===== config.mk =====
export PLATFORM = sky130hd
export DESIGN_NAME = seg_to_num
export DESIGN_NICKNAME = d
export VERILOG_FILES = /design/src/rtl/seg_to_num.sv
export SDC_FILE = /design/constraint.sdc
export NUM_CORES = 1
export LEC_CHECK = 0
export CORE_MARGIN = 2
export CORE_UTILIZATION = 45
export CTS_CLUSTER_DIAMETER = 150
export DETAILED_ROUTE_END_ITERATION = 8
export GPL_TIMING_DRIVEN = 1
export PLACE_DENSITY = 0.71
export SYNTH_ARGS = -nofsm -noshare
export SYNTH_HDL_FRONTEND = slang
export SYNTH_SLANG_ARGS = --single-unit

===== constraint.sdc =====
create_clock -name clk -period 4.1 [get_ports clk]
set_input_delay 0.615 -clock clk [delete_from_list [all_inputs] [get_ports clk]]
set_output_delay 0.615 -clock clk [all_outputs]
set_load 0.005 [all_outputs]

===== src/rtl/seg_to_num.sv =====
// Recovers a step index from three 7-segment digit patterns: a stability filter accepts a
// triplet once, it is decoded and mapped to a step, and a tracker locks onto the 0..5 cycle.
module seg_to_num #(
  parameter int unsigned STABLE_CNT = 2
) (
  input  logic        clk,
  input  logic        rst,
  input  logic        sample,
  input  logic [6:0]  seg3,
  input  logic [6:0]  seg2,
  input  logic [6:0]  seg1,
  output logic [31:0] num,
  output logic [3:0]  digit3,
  output logic [3:0]  digit2,
  output logic [3:0]  digit1,
  output logic        valid,
  output logic        locked,
  output logic        err,
  output logic        seq_err,
  output logic        dash
);

  localparam logic [3:0] StableCnt = 4'(STABLE_CNT);

  typedef enum logic [1:0] {StUnlocked, StCandidate, StLocked} state_e;

  function automatic logic [3:0] decode(input logic [6:0] seg);
    logic [3:0] d;
    case (seg)
      7'b1000000: d = 4'h0;
      7'b1111001: d = 4'h1;
      7'b0100100: d = 4'h2;
      7'b0110000: d = 4'h3;
      7'b0011001: d = 4'h4;
      7'b0010010: d = 4'h5;
      7'b0000010: d = 4'h6;
      7'b1111000: d = 4'h7;
      7'b0000000: d = 4'h8;
      7'b0010000: d = 4'h9;
      7'b0111111: d = 4'hE;
      default:    d = 4'hF;
    endcase
    return d;
  endfunction

  state_e      state_q, state_d;
  logic [20:0] trip_q, trip_d;
  logic [3:0]  cnt_q, cnt_d;
  logic [2:0]  pstep_q, pstep_d;
  logic [31:0] num_q, num_d;
  logic [11:0] digits_q, digits_d;
  logic        valid_q, valid_d;
  logic        err_q, err_d;
  logic        seq_err_q, seq_err_d;
  logic        dash_q, dash_d;

  logic [20:0] triplet;
  logic [11:0] digits;
  logic        same;
  logic [3:0]  cnt_next;
  logic        accept;
  logic        mapped;
  logic [2:0]  step;
  logic [2:0]  exp_step;

  assign triplet  = {seg3, seg2, seg1};
  assign digits   = {decode(seg3), decode(seg2), decode(seg1)};
  assign same     = (triplet == trip_q);
  assign cnt_next = !same ? 4'd1 : (cnt_q == 4'd15) ? 4'd15 : cnt_q + 4'd1;
  // Saturation must not re-accept a triplet that has already reached the threshold.
  assign accept   = sample && (cnt_next == StableCnt) && !(same && (cnt_q == StableCnt));
  assign exp_step = (pstep_q == 3'd5) ? 3'd0 : pstep_q + 3'd1;

  always_comb begin
    mapped = 1'b1;
    step   = 3'd0;
    case (digits)
      12'h000: step = 3'd0;
      12'h003: step = 3'd1;
      12'h032: step = 3'd2;
      12'h321: step = 3'd3;
      12'h210: step = 3'd4;
      12'h100: step = 3'd5;
      12'hEEE: step = 3'd6;
      default: mapped = 1'b0;
    endcase
  end

  always_comb begin
    trip_d    = trip_q;
    cnt_d     = cnt_q;
    state_d   = state_q;
    pstep_d   = pstep_q;
    num_d     = num_q;
    digits_d  = digits_q;
    valid_d   = valid_q;
    dash_d    = dash_q;
    err_d     = 1'b0;
    seq_err_d = 1'b0;
    if (sample) begin
      trip_d = triplet;
      cnt_d  = cnt_next;
    end
    if (accept) begin
      digits_d = digits;
      valid_d  = 1'b1;
      if (!mapped) begin
        err_d   = 1'b1;
        dash_d  = 1'b0;
        state_d = StUnlocked;
      end else begin
        num_d  = {29'd0, step};
        dash_d = (step == 3'd6);
        if (step == 3'd6) begin
          seq_err_d = (state_q == StLocked);
          state_d   = StUnlocked;
        end else begin
          pstep_d = step;
          case (state_q)
            StUnlocked:  state_d = StCandidate;
            StCandidate: state_d = (step == exp_step) ? StLocked : StCandidate;
            StLocked: begin
              if (step != exp_step) begin
                seq_err_d = 1'b1;
                state_d   = StCandidate;
              end
            end
            default:     state_d = StUnlocked;
          endcase
        end
      end
    end
  end

  always_ff @(posedge clk) begin
    if (rst) begin
      trip_q    <= '1;
      cnt_q     <= 4'd0;
      state_q   <= StUnlocked;
      pstep_q   <= 3'd0;
      num_q     <= 32'd0;
      digits_q  <= 12'd0;
      valid_q   <= 1'b0;
      err_q     <= 1'b0;
      seq_err_q <= 1'b0;
      dash_q    <= 1'b0;
    end else begin
      trip_q    <= trip_d;
      cnt_q     <= cnt_d;
      state_q   <= state_d;
      pstep_q   <= pstep_d;
      num_q     <= num_d;
      digits_q  <= digits_d;
      valid_q   <= valid_d;
      err_q     <= err_d;
      seq_err_q <= seq_err_d;
      dash_q    <= dash_d;
    end
  end

  assign num     = num_q;
  assign digit3  = digits_q[11:8];
  assign digit2  = digits_q[7:4];
  assign digit1  = digits_q[3:0];
  assign valid   = valid_q;
  assign locked  = (state_q == StLocked);
  assign err     = err_q;
  assign seq_err = seq_err_q;
  assign dash    = dash_q;

endmodule


==> results.cfg, run 1 <==
[job]
cap_violations = 0

[power_and_ir_drop]
seqPwrFrac_pct = 50.3
p_leak_nw = 1.60
powerDensity_nw_per_um2 = 233
p_comb_share_pct = 19.1
power_frac_clock_pct = 30.6
p_int_w = 0.000697
ir_drop_uv = 153
p_sw_w = 0.000293
p_sw_share_pct = 29.6

[routing]
drt-vias-per-instance = 5.70
via_count = 3398
ant_nets = 0
dr.pass1.iters = 6
drc = 0
totalWireLength_um = 9170
drt_iter0_markers = 283
wl_per_cell_um = 15.4

[timing]
slew-limit-headroom_pct = 64.0
rsz0062_at_grt = false
fin_setup_tns_ns = 0
period_needed_ns = 3.66
timing.final.hold_violations = 0
setup_viol = 0
worst_slew_pin_slew_ns = 0.540
maxSlewViolCount = 0
fmax_mhz = 273
clock_skew_ns = 0.00980
period_share_pct = 89.2

[synth]
synthCells = 440
synth_seq_cells = 49
async_reset_ff_share_pct = 0
synth-edff-count = 0
ys_types = 76
synth_flop_cell = dfxtp_1
yosys_warnings = 0
ys_seq_area_share_pct = 27.4
synth.avg_cell_area_um2 = 8.14
syn_area_um2 = 3580

[die]
row_count = 32
dieWidth_um = 93.2
die_y_um = 93.2
coreArea_um2 = 7730
initial_utilization_pct = 46.4
pin_count = 73
die-area_um2 = 8690

[global_routing]
grt_max_degree = 26
grt_pass1_wl_um = 15600
grt_usage_pct = 22.2
antenna_found_initial = 0
grt_pass1_vias = 3177
overflow = 0

[clock_tree]
clkTransAtPathRegs_ns = 0.10
cts_tree = yes
cts_max_level = 2
clock_latency_ns = 0.31
numCtsBuffers = 5
cts.repair.resized = 0
cts.hold.buffers_added = 0
postCtsSetupBuffers = 0
clock_sinks = 49
clock_path_buffers = 2
cts.root.buffer_cell = clkbuf_8

[final_layout]
num-fill-cells = 706
stdcell_count = 596
multi_input_area_um2 = 2310
layout-drive-gt1-share_pct = 13.4
finalNetCount = 519
area_delta_synth_final_pct = 18.4
diodes = 0
regArea_um2 = 981

[placement]
portBuffers = 43
gp_congestion = 0.908
place_hpwl_um = 7230
dp.cells = 588

[min_path]
hold_path_class = flop to flop

[critical_path]
crit_fanout = 10
worstPathRequired_ns = 4.31
cp_slowest_stage_delay_ns = 0.68
crit_path_end_kind = flop
cp-start-kind = input pin
cp_slowest_cell = clkdlybuf4s50_1
crit_type = input pin to flop
path_cells = clkdlybuf4s50_1, and4b_1, o2111ai_1, o41a_1, nand3_1, or3_1, nand2_1, mux2_1, o211ai_1, a221oi_1, a31o_1
cpLargestDelayFamily = compound AO/OA/AOI/OAI gates
worst-path-buf-inv = 1
critPathArrivalTime_ns = 3.87

[outcome]
status = finished, final reports clean
placed cells by master, fill, tap and decap left out, types with 3 or more instances in the layout:
cell type        netlist  layout
nor2_1                35      35
nand2_1               47      47
buf_4                 31      34
nor4_1                 9       9
or2_2                  3       3
xor2_1                10      10
nand4b_1               3       3
clkbuf_8               0       5
or3b_2                 4       4
dfxtp_1               49      49
a21oi_1               13      13
a22oi_1                3       3
nor3_1                13      13
a2111oi_0              3       3
and2_1                 6       6
and4b_1                4       4
a211oi_1               9       9
nand4_1               10      10
conb_1                 1      29
a211o_1                3       3
a311oi_1               5       5
o21ai_0                6       6
mux2i_1               24      24
nor3b_1                3       3
nor2b_1                5       5
clkdlybuf4s50_1        0      43
inv_1                  9       9
xnor2_1               14      14
o211ai_1               5       5
and3_1                 4       4
o21a_1                 3       3
or4_1                  4       4
nand3_1               14      14
or3_1                  3       3
stage by stage:
stage	worst slack [ns]	utilization, %	hold slack, ns	total power, W	area, µm²
floorplan	0.835	-	0.448	0.000649	3690
global placement	0.207	53.7	0.441	0.000695	4150
detailed placement	0.178	53.7	0.450	0.000696	4150
CTS	0.460	54.9	0.464	0.000996	4240
global route	0.120	54.9	0.478	0.00104	4240
finish	0.442	54.9	0.459	0.000990	4240
state kept, by name, summed over array words and instances, names as in the netlist:
signal,cells
num,3
digits_q,12
trip_q,21
pstep_q,3
err,1
dash,1
valid,1
state_q,2
seq_err,1
cnt_q,4
power by group through the flow:
stage	Clock (W)	Sequential [W]	Combinational (W)
2_1_floorplan	0	0.000507	0.000142
3_3_place_gp	0	0.000508	0.000187
3_5_place_dp	0	0.000509	0.000187
4_1_cts	0.000309	0.000498	0.000188
5_1_grt	0.000333	0.000500	0.000209
6_report	0.000303	0.000498	0.000189
path summary, 6_finish.rpt:
kind	start	to	slack [ns]	depth (start not counted)
max	seg1[6]	state_q[1]$_SDFFE_PP0P_	0.44	11
min	digits_q[11]$_SDFFE_PP0P_	digits_q[11]$_SDFFE_PP0P_	0.46	2
max reg2reg	trip_q[12]$_SDFFE_PP1P_	state_q[1]$_SDFFE_PP0P_	1.66	8
min reg2reg	digits_q[11]$_SDFFE_PP0P_	digits_q[11]$_SDFFE_PP0P_	0.46	2
synth_stat cells (4+ instances only):
cell,instances,share of area [%]
o21ai_0,6,0.84
nor3_1,13,1.8
a21oi_1,13,1.8
clkbuf_1,19,2.0
mux2i_1,24,6.7
and4b_1,4,1.1
nor2_1,35,3.7
nor4_1,9,1.6
or4_1,4,0.84
a311oi_1,5,1.2
inv_1,9,0.94
nand4_1,10,1.7
a211oi_1,9,1.9
nand2_1,47,4.9
buf_4,31,6.5
or3b_2,4,0.98
buf_2,8,1.1
xor2_1,10,2.4
xnor2_1,14,3.4
nor2b_1,5,0.87
nand3_1,14,2.0
and2_1,6,1.0
dfxtp_1,49,27
and3_1,4,0.70
o211ai_1,5,1.0
cells by family (layout without fill, tap and decap cells):
group	Yosys count	in the layout	share of synthesized area, %
AND/OR/NAND/NOR	190	190	30.1
other	1	29	0.105
adder cells (fa/ha/maj)	2	2	0.698
multiplexers	25	25	7.02
buffers and inverters	69	95	11.0
AO/OA/AOI/OAI	80	80	17.9
XOR/XNOR	24	24	5.87
flip-flops	49	49	27.4
metal layers:
layer	wire length, µm	vias up	global-route usage, %
li1	-	1655	-
met1	4250	1588	30.4
met4	149	0	6.13
met3	486	16	3.06
met5	0	-	0
met2	4280	139	36.6
worst reg2reg max path, cell delays in order, from the launching register on:
cell      delay (ns)
dfxtp_1         0.33
xnor2_1         0.28
nand2_1         0.08
or3b_2          0.44
nor3_1          0.22
nand4_1         0.22
or4_1           0.45
a221oi_1        0.24
a31o_1          0.13
cell type report:
class                      count  share of cell area, %
multi-input combinational    350                   54.6
clock buffer                   5                   1.62
inverter                      10                  0.885
sequential                    49                   23.1
tap                          102                   3.01
timing repair buffer          77                   16.2
clock inverter                 3                  0.619
Note: power is estimated with default switching activity, not from simulation.
==> run 2: changes to the inputs <==
--- a/config.mk
+++ b/config.mk
@@ -5,6 +5,7 @@
 export SDC_FILE = /design/constraint.sdc
 export NUM_CORES = 1
 export LEC_CHECK = 0
+export ABC_AREA = 1
 export CORE_MARGIN = 2
 export CORE_UTILIZATION = 45
 export CTS_CLUSTER_DIAMETER = 150
==> run 2 against run 1 <==
  * Clock skew decreased by 0.0049 ns
  * Hold slack worse by 0.0016 ns
  * Via count increased by 12%
  * Critical path type unchanged
  * Highest routed layer unchanged
  * Power is 5.7% higher
  * Register-to-register slack gained 0.23 ns
  * Maximum frequency grew 30%
==> results.cfg, run 2 <==
[routing]
drt-vias-per-instance = 5.05
dr.pass1.iters = 5
wl_met3_um = 515
wl_per_cell_um = 13.0
met1_length_um = 4470
ant_nets = 0
wl_met2_um = 4700
via_count = 3820
totalWireLength_um = 9850
drt_iter0_markers = 216
dr.max_layer_used = met4
drc = 0

[power_and_ir_drop]
ir_drop_uv = 108
p_int_w = 0.000739
p_sw_share_pct = 29.4
p_sw_w = 0.000307
p_leak_nw = 2.15
powerDensity_nw_per_um2 = 242
p_comb_share_pct = 18.0
power_frac_clock_pct = 34.1
seqPwrFrac_pct = 47.9

[outcome]
status = finished, final reports clean

[die]
initial_utilization_pct = 46.5
die-area_um2 = 9240
coreArea_um2 = 8220
pin_count = 73
die_y_um = 96.1
row_count = 33
dieWidth_um = 96.1

[timing]
rsz0062_at_grt = false
slew-limit-headroom_pct = 66.2
period_needed_ns = 2.82
fmax_mhz = 355
setup_ws_ns = 1.28
setup_viol = 0
clock_skew_ns = 0.00493
timing.final.hold_violations = 0
maxSlewViolCount = 0
worst_slew_pin_slew_ns = 0.506
fin_setup_tns_ns = 0
period_share_pct = 68.7

[clock_tree]
numCtsBuffers = 5
cts.hold.buffers_added = 0
postCtsSetupBuffers = 0
cts_tree = yes
cts.root.buffer_cell = clkbuf_8
clock_sinks = 49
clock_path_buffers = 2
clock_latency_ns = 0.31
cts.repair.resized = 0
cts_max_level = 2
clkTransAtPathRegs_ns = 0.10

[global_routing]
overflow = 0
grt_usage_pct = 22.8
antenna_found_initial = 0
grt_max_degree = 29
grt_pass1_wl_um = 16600
grt_pass1_vias = 3603

[synth]
yosys_warnings = 0
ys_types = 42
synth_top_cell_area_share_pct = 25.7
synthCells = 613
synthTopCellsByArea = dfxtp_1 26%, nand2_1 16%, nor2_1 8.1%
syn_area_um2 = 3820
netlist_top_cells_count = 161 x nand2_1, 82 x nor2_1, 58 x inv_1, 49 x dfxtp_1, 40 x nand3_1
synth_flop_cell = dfxtp_1
synth_area_leader_cell = dfxtp_1
synth.avg_cell_area_um2 = 6.23
synth_most_common_cell = nand2_1
async_reset_ff_share_pct = 0
ys_seq_area_share_pct = 25.7
synth_seq_cells = 49
synth-edff-count = 0

[final_layout]
multi_input_area_um2 = 2360
utilization_pct = 52.6
num-fill-cells = 869
max_flop_register = trip_q
largest_reg_flops = 21
finalNetCount = 677
fin_area_um2 = 4320
stdcell_count = 757
final_common_cell = nand2_1
diodes = 0
mostFrequentLayoutCells = 161 x nand2_1, 82 x nor2_1, 58 x inv_1, 49 x dfxtp_1, 43 x clkdlybuf4s50_1
regArea_um2 = 981
largestRegisters = trip_q: 21 flops, digits_q: 12 flops, cnt_q: 4 flops
layout-drive-gt1-share_pct = 11.2
area_delta_synth_final_pct = 13.2

[critical_path]
cp-start-kind = input pin
r2r_cells = 9
regToRegSetupSlack_ns = 1.89
crit_path_end_kind = flop
r2r_end = digits_q[10]$_SDFFE_PP0P_
worstPathRequired_ns = 4.33
crit_type = input pin to flop
critPathArrivalTime_ns = 3.05
crit_fanout = 25
worstReg2RegStart = trip_q[5]$_SDFFE_PP1P_

[placement]
gp_congestion = 0.903
placed_cell_area_um2 = 4210
place_hpwl_um = 7860
place_ws_ns = 1.02
portBuffers = 43
dp.cells = 749

[min_path]
hold-path-cell-count = 2
hold_path_class = flop to flop
min_to = valid$_SDFFE_PP0P_
hp-start = valid$_SDFFE_PP0P_

[job]
cap_violations = 0
[run 2: cell types whose count changed after synthesis, moves of 10 or more]
cell      previous run  this run
xnor2_1             14         3
nand2_1             47       161
nand3_1             14        40
nor2_1              35        82
inv_1                9        58
a31oi_1              1        11
a21oi_1             13        24
inv_2                1        18
nor2_2               0        11
o21ai_0              6        24
clkbuf_1            19         5
mux2i_1             24         0
[run 2: cell type report]
cell class	instances	area share, %
clock buffers	5	1.59
clock inverters	3	1.07
repair buffers	46	10.5
well taps	105	3.04
flip-flops and latches	49	22.7
multi-input cells	473	54.5
inverters	76	6.60
[run 2: cell families after synthesis]
group | Yosys count | synth area share (%)
buf+inv | 119 | 15.3
xor+xnor | 13 | 3.18
flops | 49 | 25.7
other cells | 1 | 0.0982
compound gates | 82 | 12.3
simple gates | 347 | 42.7
fa+ha+maj | 2 | 0.655
[run 2: critical path, stage by stage]
cell             delay (ns)
clkdlybuf4s50_1        0.57
xnor2_1                0.42
nand4_1                0.17
nor2_1                 0.16
nand3_2                0.16
nor2_2                 0.13
nand4_1                0.18
inv_2                  0.35
o21ai_1                0.10
a31oi_1                0.18
[run 2: worst max-delay path by stage]
stage | startpoint | end | depth (start not counted)
6_report | seg1[5] | digits_q[10]$_SDFFE_PP0P_ | 10
4_1_cts | seg1[5] | digits_q[4]$_SDFFE_PP0P_ | 10
5_1_grt | seg1[5] | digits_q[3]$_SDFFE_PP0P_ | 10
2_1_floorplan | seg1[5] | state_q[0]$_SDFFE_PP0P_ | 14
3_5_place_dp | seg1[5] | digits_q[4]$_SDFFE_PP0P_ | 10
3_3_place_gp | seg3[2] | digits_q[2]$_SDFFE_PP0P_ | 13
[run 2: routing by layer]
layer	GRT usage, %	vias to the layer above
met5	0	-
met3	3.21	13
met4	6.43	0
met1	29.2	1726
li1	-	1982
met2	39.7	99
[run 2: power by group through the flow]
stage                     Sequential (W)  Combinational, W  Clock (W)
after floorplan                 0.000510          0.000142          0
after global placement          0.000512          0.000185          0
after detailed placement        0.000512          0.000187          0
after CTS                       0.000501          0.000187   0.000368
after global routing            0.000503          0.000215   0.000385
final                           0.000501          0.000189   0.000356
[run 2: through the flow]
step / total power [W] / hold slack, ns
floorplan: 0.000652 / 0.443
global placement: 0.000697 / 0.438
CTS: 0.00106 / 0.461
detailed placement: 0.000699 / 0.445
global route: 0.00110 / 0.475
finish: 0.00105 / 0.458
